===== config.mk =====
export PLATFORM = sky130hd
export DESIGN_NAME = regfile_write_arbiter
export DESIGN_NICKNAME = d
export VERILOG_FILES = /design/src/rtl/regfile_write_arbiter.sv
export SDC_FILE = /design/constraint.sdc
export NUM_CORES = 1
export LEC_CHECK = 0
export CORE_ASPECT_RATIO = 1.1
export CORE_MARGIN = 1
export CORE_UTILIZATION = 39
export DETAILED_ROUTE_END_ITERATION = 12
export PLACE_DENSITY = 0.84
export SLEW_MARGIN = 20
export SYNTH_ARGS = -nofsm -noshare
export SYNTH_HDL_FRONTEND = slang
export SYNTH_SLANG_ARGS = --single-unit

===== constraint.sdc =====
create_clock -name CLK -period 3.1 [get_ports CLK]
set_input_delay 0.62 -clock CLK [delete_from_list [all_inputs] [get_ports CLK]]
set_output_delay 0.62 -clock CLK [all_outputs]
set_load 0.02 [all_outputs]

===== src/rtl/regfile_write_arbiter.sv =====
// Register-file write-port arbiter for three writeback sources.
// Round-robin grant, registered WE3/A3/WD3, pending-write scoreboard.
module regfile_write_arbiter #(
  parameter int DATA_W = 32,
  parameter int ADDR_W = 4,
  parameter int PC_REG = 15
) (
  input  logic                  CLK,
  input  logic                  RST_N,
  input  logic                  stall,
  input  logic                  req0_valid,
  input  logic [ADDR_W-1:0]     req0_addr,
  input  logic [DATA_W-1:0]     req0_data,
  output logic                  req0_ready,
  input  logic                  req1_valid,
  input  logic [ADDR_W-1:0]     req1_addr,
  input  logic [DATA_W-1:0]     req1_data,
  output logic                  req1_ready,
  input  logic                  req2_valid,
  input  logic [ADDR_W-1:0]     req2_addr,
  input  logic [DATA_W-1:0]     req2_data,
  output logic                  req2_ready,
  input  logic                  alloc_valid,
  input  logic [ADDR_W-1:0]     alloc_addr,
  output logic [2**ADDR_W-1:0]  pend_mask,
  output logic                  WE3,
  output logic [ADDR_W-1:0]     A3,
  output logic [DATA_W-1:0]     WD3,
  output logic                  pc_wr_drop
);

  localparam int NREG = 2**ADDR_W;
  localparam logic [ADDR_W-1:0] PC_A = ADDR_W'(PC_REG);

  logic [2:0]        vld;
  logic [2:0]        rot;
  logic [2:0]        rg;
  logic [2:0]        gnt;
  logic [1:0]        rr_ptr;
  logic [1:0]        nxt_ptr;
  logic              any;
  logic              is_pc;
  logic [ADDR_W-1:0] sel_addr;
  logic [DATA_W-1:0] sel_data;
  logic [NREG-1:0]   set_m;
  logic [NREG-1:0]   clr_m;

  assign vld = {req2_valid, req1_valid, req0_valid};

  // Rotate valids so rr_ptr is bit 0, pick first, rotate back.
  always_comb begin
    rot = vld;
    case (rr_ptr)
      2'd1:    rot = {vld[0], vld[2], vld[1]};
      2'd2:    rot = {vld[1], vld[0], vld[2]};
      default: rot = vld;
    endcase
    rg = 3'b000;
    if (RST_N && !stall) begin
      if (rot[0])      rg = 3'b001;
      else if (rot[1]) rg = 3'b010;
      else if (rot[2]) rg = 3'b100;
    end
    case (rr_ptr)
      2'd1:    gnt = {rg[1], rg[0], rg[2]};
      2'd2:    gnt = {rg[0], rg[2], rg[1]};
      default: gnt = rg;
    endcase
  end

  assign req0_ready = gnt[0];
  assign req1_ready = gnt[1];
  assign req2_ready = gnt[2];
  assign any        = |gnt;

  // Mux the winning request and compute the next pointer.
  always_comb begin
    sel_addr = req0_addr;
    sel_data = req0_data;
    nxt_ptr  = rr_ptr;
    unique case (1'b1)
      gnt[0]: begin
        sel_addr = req0_addr;
        sel_data = req0_data;
        nxt_ptr  = 2'd1;
      end
      gnt[1]: begin
        sel_addr = req1_addr;
        sel_data = req1_data;
        nxt_ptr  = 2'd2;
      end
      gnt[2]: begin
        sel_addr = req2_addr;
        sel_data = req2_data;
        nxt_ptr  = 2'd0;
      end
      default: ;
    endcase
  end

  assign is_pc = (sel_addr == PC_A);

  // Scoreboard set/clear masks; set wins over clear.
  always_comb begin
    set_m = '0;
    clr_m = '0;
    if (alloc_valid && alloc_addr != PC_A)
      set_m[alloc_addr] = 1'b1;
    if (any && !is_pc)
      clr_m[sel_addr] = 1'b1;
  end

  // Arbitration pointer advances past the last winner.
  always_ff @(posedge CLK or negedge RST_N) begin
    if (!RST_N) rr_ptr <= 2'd0;
    else        rr_ptr <= nxt_ptr;
  end

  // Register-file write port; A3/WD3 hold when idle.
  always_ff @(posedge CLK or negedge RST_N) begin
    if (!RST_N) begin
      WE3        <= 1'b0;
      A3         <= '0;
      WD3        <= '0;
      pc_wr_drop <= 1'b0;
    end else begin
      WE3        <= any && !is_pc;
      pc_wr_drop <= any && is_pc;
      if (any && !is_pc) begin
        A3  <= sel_addr;
        WD3 <= sel_data;
      end
    end
  end

  // Pending-write scoreboard.
  always_ff @(posedge CLK or negedge RST_N) begin
    if (!RST_N) pend_mask <= '0;
    else        pend_mask <= (pend_mask & ~clr_m) | set_m;
  end

endmodule

==> impl_metrics.json <==
{
  "maxCapViolations": 0,
  "cts.clk_slew.worst_paths_ns": 0.11,
  "internal_power_mw": 2.66,
  "cts_setup_buffers": 0,
  "cts_root_buf": "clkbuf_8",
  "post-route-cell-area_mm2": 0.00529,
  "critPathSlowestCell": "dfrtp_1",
  "nFillCells": 605,
  "layoutNonFillerInstCount": 613,
  "antenna_found_initial": 0,
  "viasPerCell": 5.23,
  "power.switching_mw": 1.62,
  "tightest_slew_ns": 0.713,
  "holdPathStages": 0,
  "design.die.area_mm2": 0.00844,
  "cts_tree": "built",
  "finalMaxSlewViolations": 0,
  "finalCritPeriodShare_pct": 96.4,
  "required_ns": 3.29,
  "final_antenna_net_count": 0,
  "fin_setup_tns_ns": 0,
  "power.total_mw": 4.29,
  "insertedDiodeCount": 0,
  "finalWirelength_mm": 9.60,
  "cp_top_family": "compound AO/OA/AOI/OAI gates",
  "slew_headroom_pct": 52.5,
  "clock_power_share_pct": 10.1,
  "fp.dieH_um": 96.2,
  "grt-ovfl-total": 0,
  "endpoint_kind": "flop",
  "seq_area_frac_synth_pct": 44.5,
  "ys.flop_type": "dfrtp_1",
  "final_nets": 625,
  "critical_path.cell_chain": "inv_1 -> ha_1 -> nor3b_1 -> a32oi_2 -> buf_4 -> a21boi_1 -> o22ai_1 -> a211oi_4 -> a21oi_4 -> buf_12 -> mux2_4",
  "final_core_util_pct": 67.2,
  "p_per_area_mw_per_mm2": 810,
  "async_flop_share_pct": 100,
  "gp_congestion": 0.863,
  "drive_above_1_share_pct": 15.4,
  "p_comb_share_pct": 59.9,
  "status": "finished clean",
  "core_mm2": 0.00787,
  "hold_end": "pend_mask[15]$_DFF_PN0_",
  "finalHoldViolCount": 0,
  "worst_path_largest_cell_delay_ns": 0.38,
  "grt_max_degree": 57,
  "placed_cells": 605,
  "worstSetupStartpointType": "flop",
  "cts_buffer_depth": 2,
  "boundaryPins": 176,
  "place.port_buffers": 175,
  "ir_drop_uv": 425,
  "syn_to_final_growth_pct": 67.9,
  "start_util_pct": 40.0,
  "dr.first_iter.drc_count": 84,
  "syn_area_mm2": 0.00315,
  "fmax_mhz": 335,
  "syn_nets": 431,
  "timing.critical_path.from": "rr_ptr[0]$_DFFE_PN0P_",
  "route.detailed.drc": 0,
  "min_path_type": "flop to flop",
  "p_seq_share_pct": 30.0,
  "reg2reg_slack_ns": 0.11,
  "worstPathArrival_ns": 3.18,
  "switching_share_pct": 37.9,
  "hold_path.startpoint": "pend_mask[15]$_DFF_PN0_",
  "drt_pre_antenna_iters": 4,
  "cts-htree-levels": 2,
  "clk_latency_ns": 0.31,
  "finClkSkew_ns": 0.00881,
  "postSynthAreaPerCell_um2": 10.2,
  "period_minus_slack_ns": 2.99,
  "r2r-end": "WD3[13]$_DFFE_PN0P_",
  "grt_pass1_wl_mm": 14.5,
  "vias": 3205,
  "synth_seq_cells": 56,
  "crit_buf_inv": 3,
  "path_max_fanout": 19,
  "hpwlAfterDp_mm": 7.61,
  "die_x_um": 87.7,
  "grt_use_total_pct": 22.4,
  "p_leak_nw": 2.28,
  "yosysWarnings": 0,
  "grt_pass1_vias": 3186,
  "place_area_mm2": 0.00518,
  "reg2regPathDepth": 11,
  "cts_buffers": 5,
  "worstSetupPathType": "flop to flop",
  "num_rows": 34,
  "cts_num_sinks": 56,
  "syn_inst": 310,
  "r2r-start": "rr_ptr[0]$_DFFE_PN0P_",
  "ys_types": 47,
  "wire_per_inst_um": 15.7,
  "synth_edf_count": 0,
  "setup_viol_count_final": 0
}
[cells in the mapped netlist, types with 2 or more instances]
cell type  number  area share [%]
ha_1            2            0.79
a22oi_1        32             7.6
a211o_1         2            0.56
mux2_4         27              13
buf_6           3             1.1
dfrtp_1        56              44
a211oi_1        2            0.48
a21boi_1        3            0.72
inv_1           4            0.48
nor2b_1         3            0.60
nor3_1          5            0.79
nand3_1         3            0.48
mux2_2          7             2.5
nand2b_1        5            0.99
a221o_1         2            0.64
or3_1           2            0.40
o21ai_0        24             3.8
clkbuf_1       12             1.4
a21oi_1         2            0.32
a21o_1          2            0.48
o2bb2ai_1       5             1.4
nor2_1          4            0.48
nand2_1        77             9.2
nand3b_1        3            0.72
[state kept, by name, summed over array words and instances, names as in the netlist]
register	flops
A3	4
WD3	32
WE3	1
pc_wr_drop	1
pend_mask	16
rr_ptr	2
[how the worst max path moves through the flow]
| stage | endpoint | cells after the start |
|---|---|---|
| 6_report | WD3[13]$_DFFE_PN0P_ | 11 |
| 5_1_grt | WD3[13]$_DFFE_PN0P_ | 11 |
| 4_1_cts | req0_ready | 5 |
| 3_5_place_dp | pend_mask[6]$_DFF_PN0_ | 11 |
| 3_3_place_gp | WD3[16]$_DFFE_PN0P_ | 10 |
| 2_1_floorplan | A3[2]$_DFFE_PN0P_ | 10 |
[per-layer routing]
metal | GRT usage (%) | wire [um] | part of all wire [%]
met4 | 7.10 | 211 | 2.2
met5 | 0 | 0 | 0
met2 | 43.0 | 5260 | 55
met1 | 24.2 | 3540 | 37
met3 | 4.89 | 581 | 6.1
[cell usage in the layout, fill, tap and decap left out, drive strengths merged, types with 2 or more instances in the layout]
master	netlist	final
o2bb2ai	5	5
nor3	5	5
mux2	34	34
a22oi	32	32
nand2	78	78
buf	3	29
a211o	2	2
nand3b	3	3
o21ai	25	25
a21boi	4	4
a21o	2	2
a221o	2	2
and2	2	2
ha	2	2
nor2	4	4
or3	2	2
inv	4	5
clkbuf	12	6
clkdlybuf4s50	0	172
nand3	3	3
a211oi	3	3
nor2b	3	3
nand2b	5	5
dfrtp	56	56
a21oi	4	4
[what timing repair did]
| action | in CTS | in global routing |
|---|---|---|
| setup endpoints to repair | 1 | 1 |
| endpoints found under the hold margin | 0 | 0 |
| hold buffers | 0 | 0 |
| gates resized for setup | 1 | 1 |
| cloned | 0 | 0 |
[cell type report]
| class | instances | area [um2] | area share [%] |
|---|---|---|---|
| clock buffers | 6 | 82.6 | 1.56 |
| clock inverters | 2 | 18.8 | 0.355 |
| inverters | 4 | 15.0 | 0.284 |
| multi-input cells | 235 | 1670 | 31.5 |
| flip-flops and latches | 56 | 1400 | 26.5 |
| well taps | 108 | 135 | 2.56 |
| repair buffers | 202 | 1970 | 37.3 |
[stage by stage]
| step | hold WS [ns] | worst slack [ns] |
|---|---|---|
| 4_1_cts | 0.395 | 0.158 |
| 3_3_place_gp | 0.365 | -0.0693 |
| 6_report | 0.390 | 0.111 |
| 3_5_place_dp | 0.371 | -0.124 |
| 2_1_floorplan | 0.324 | 0.248 |
| 5_1_grt | 0.404 | -0.0198 |
[cells by family (layout without fill, tap and decap cells)]
kind of cell,after synthesis,in the layout,synth area share (%)
and+or+nand+nor,111,111,15.9
adders and majority gates,2,2,0.794
AOI/OAI and AO/OA,88,88,20.5
muxes,34,34,15.4
DFF,56,56,44.5
buffers and inverters,19,214,2.98
[power groups by stage]
stage	clock network (mW)	logic (mW)	registers, mW
after floorplan	0	0.985	1.69
after global placement	0	2.51	1.29
after detailed placement	0	2.58	1.29
after CTS	0.442	2.58	1.29
after global routing	0.465	2.73	1.33
final	0.431	2.57	1.29
No activity file was read; power rests on OpenSTA's default activity.
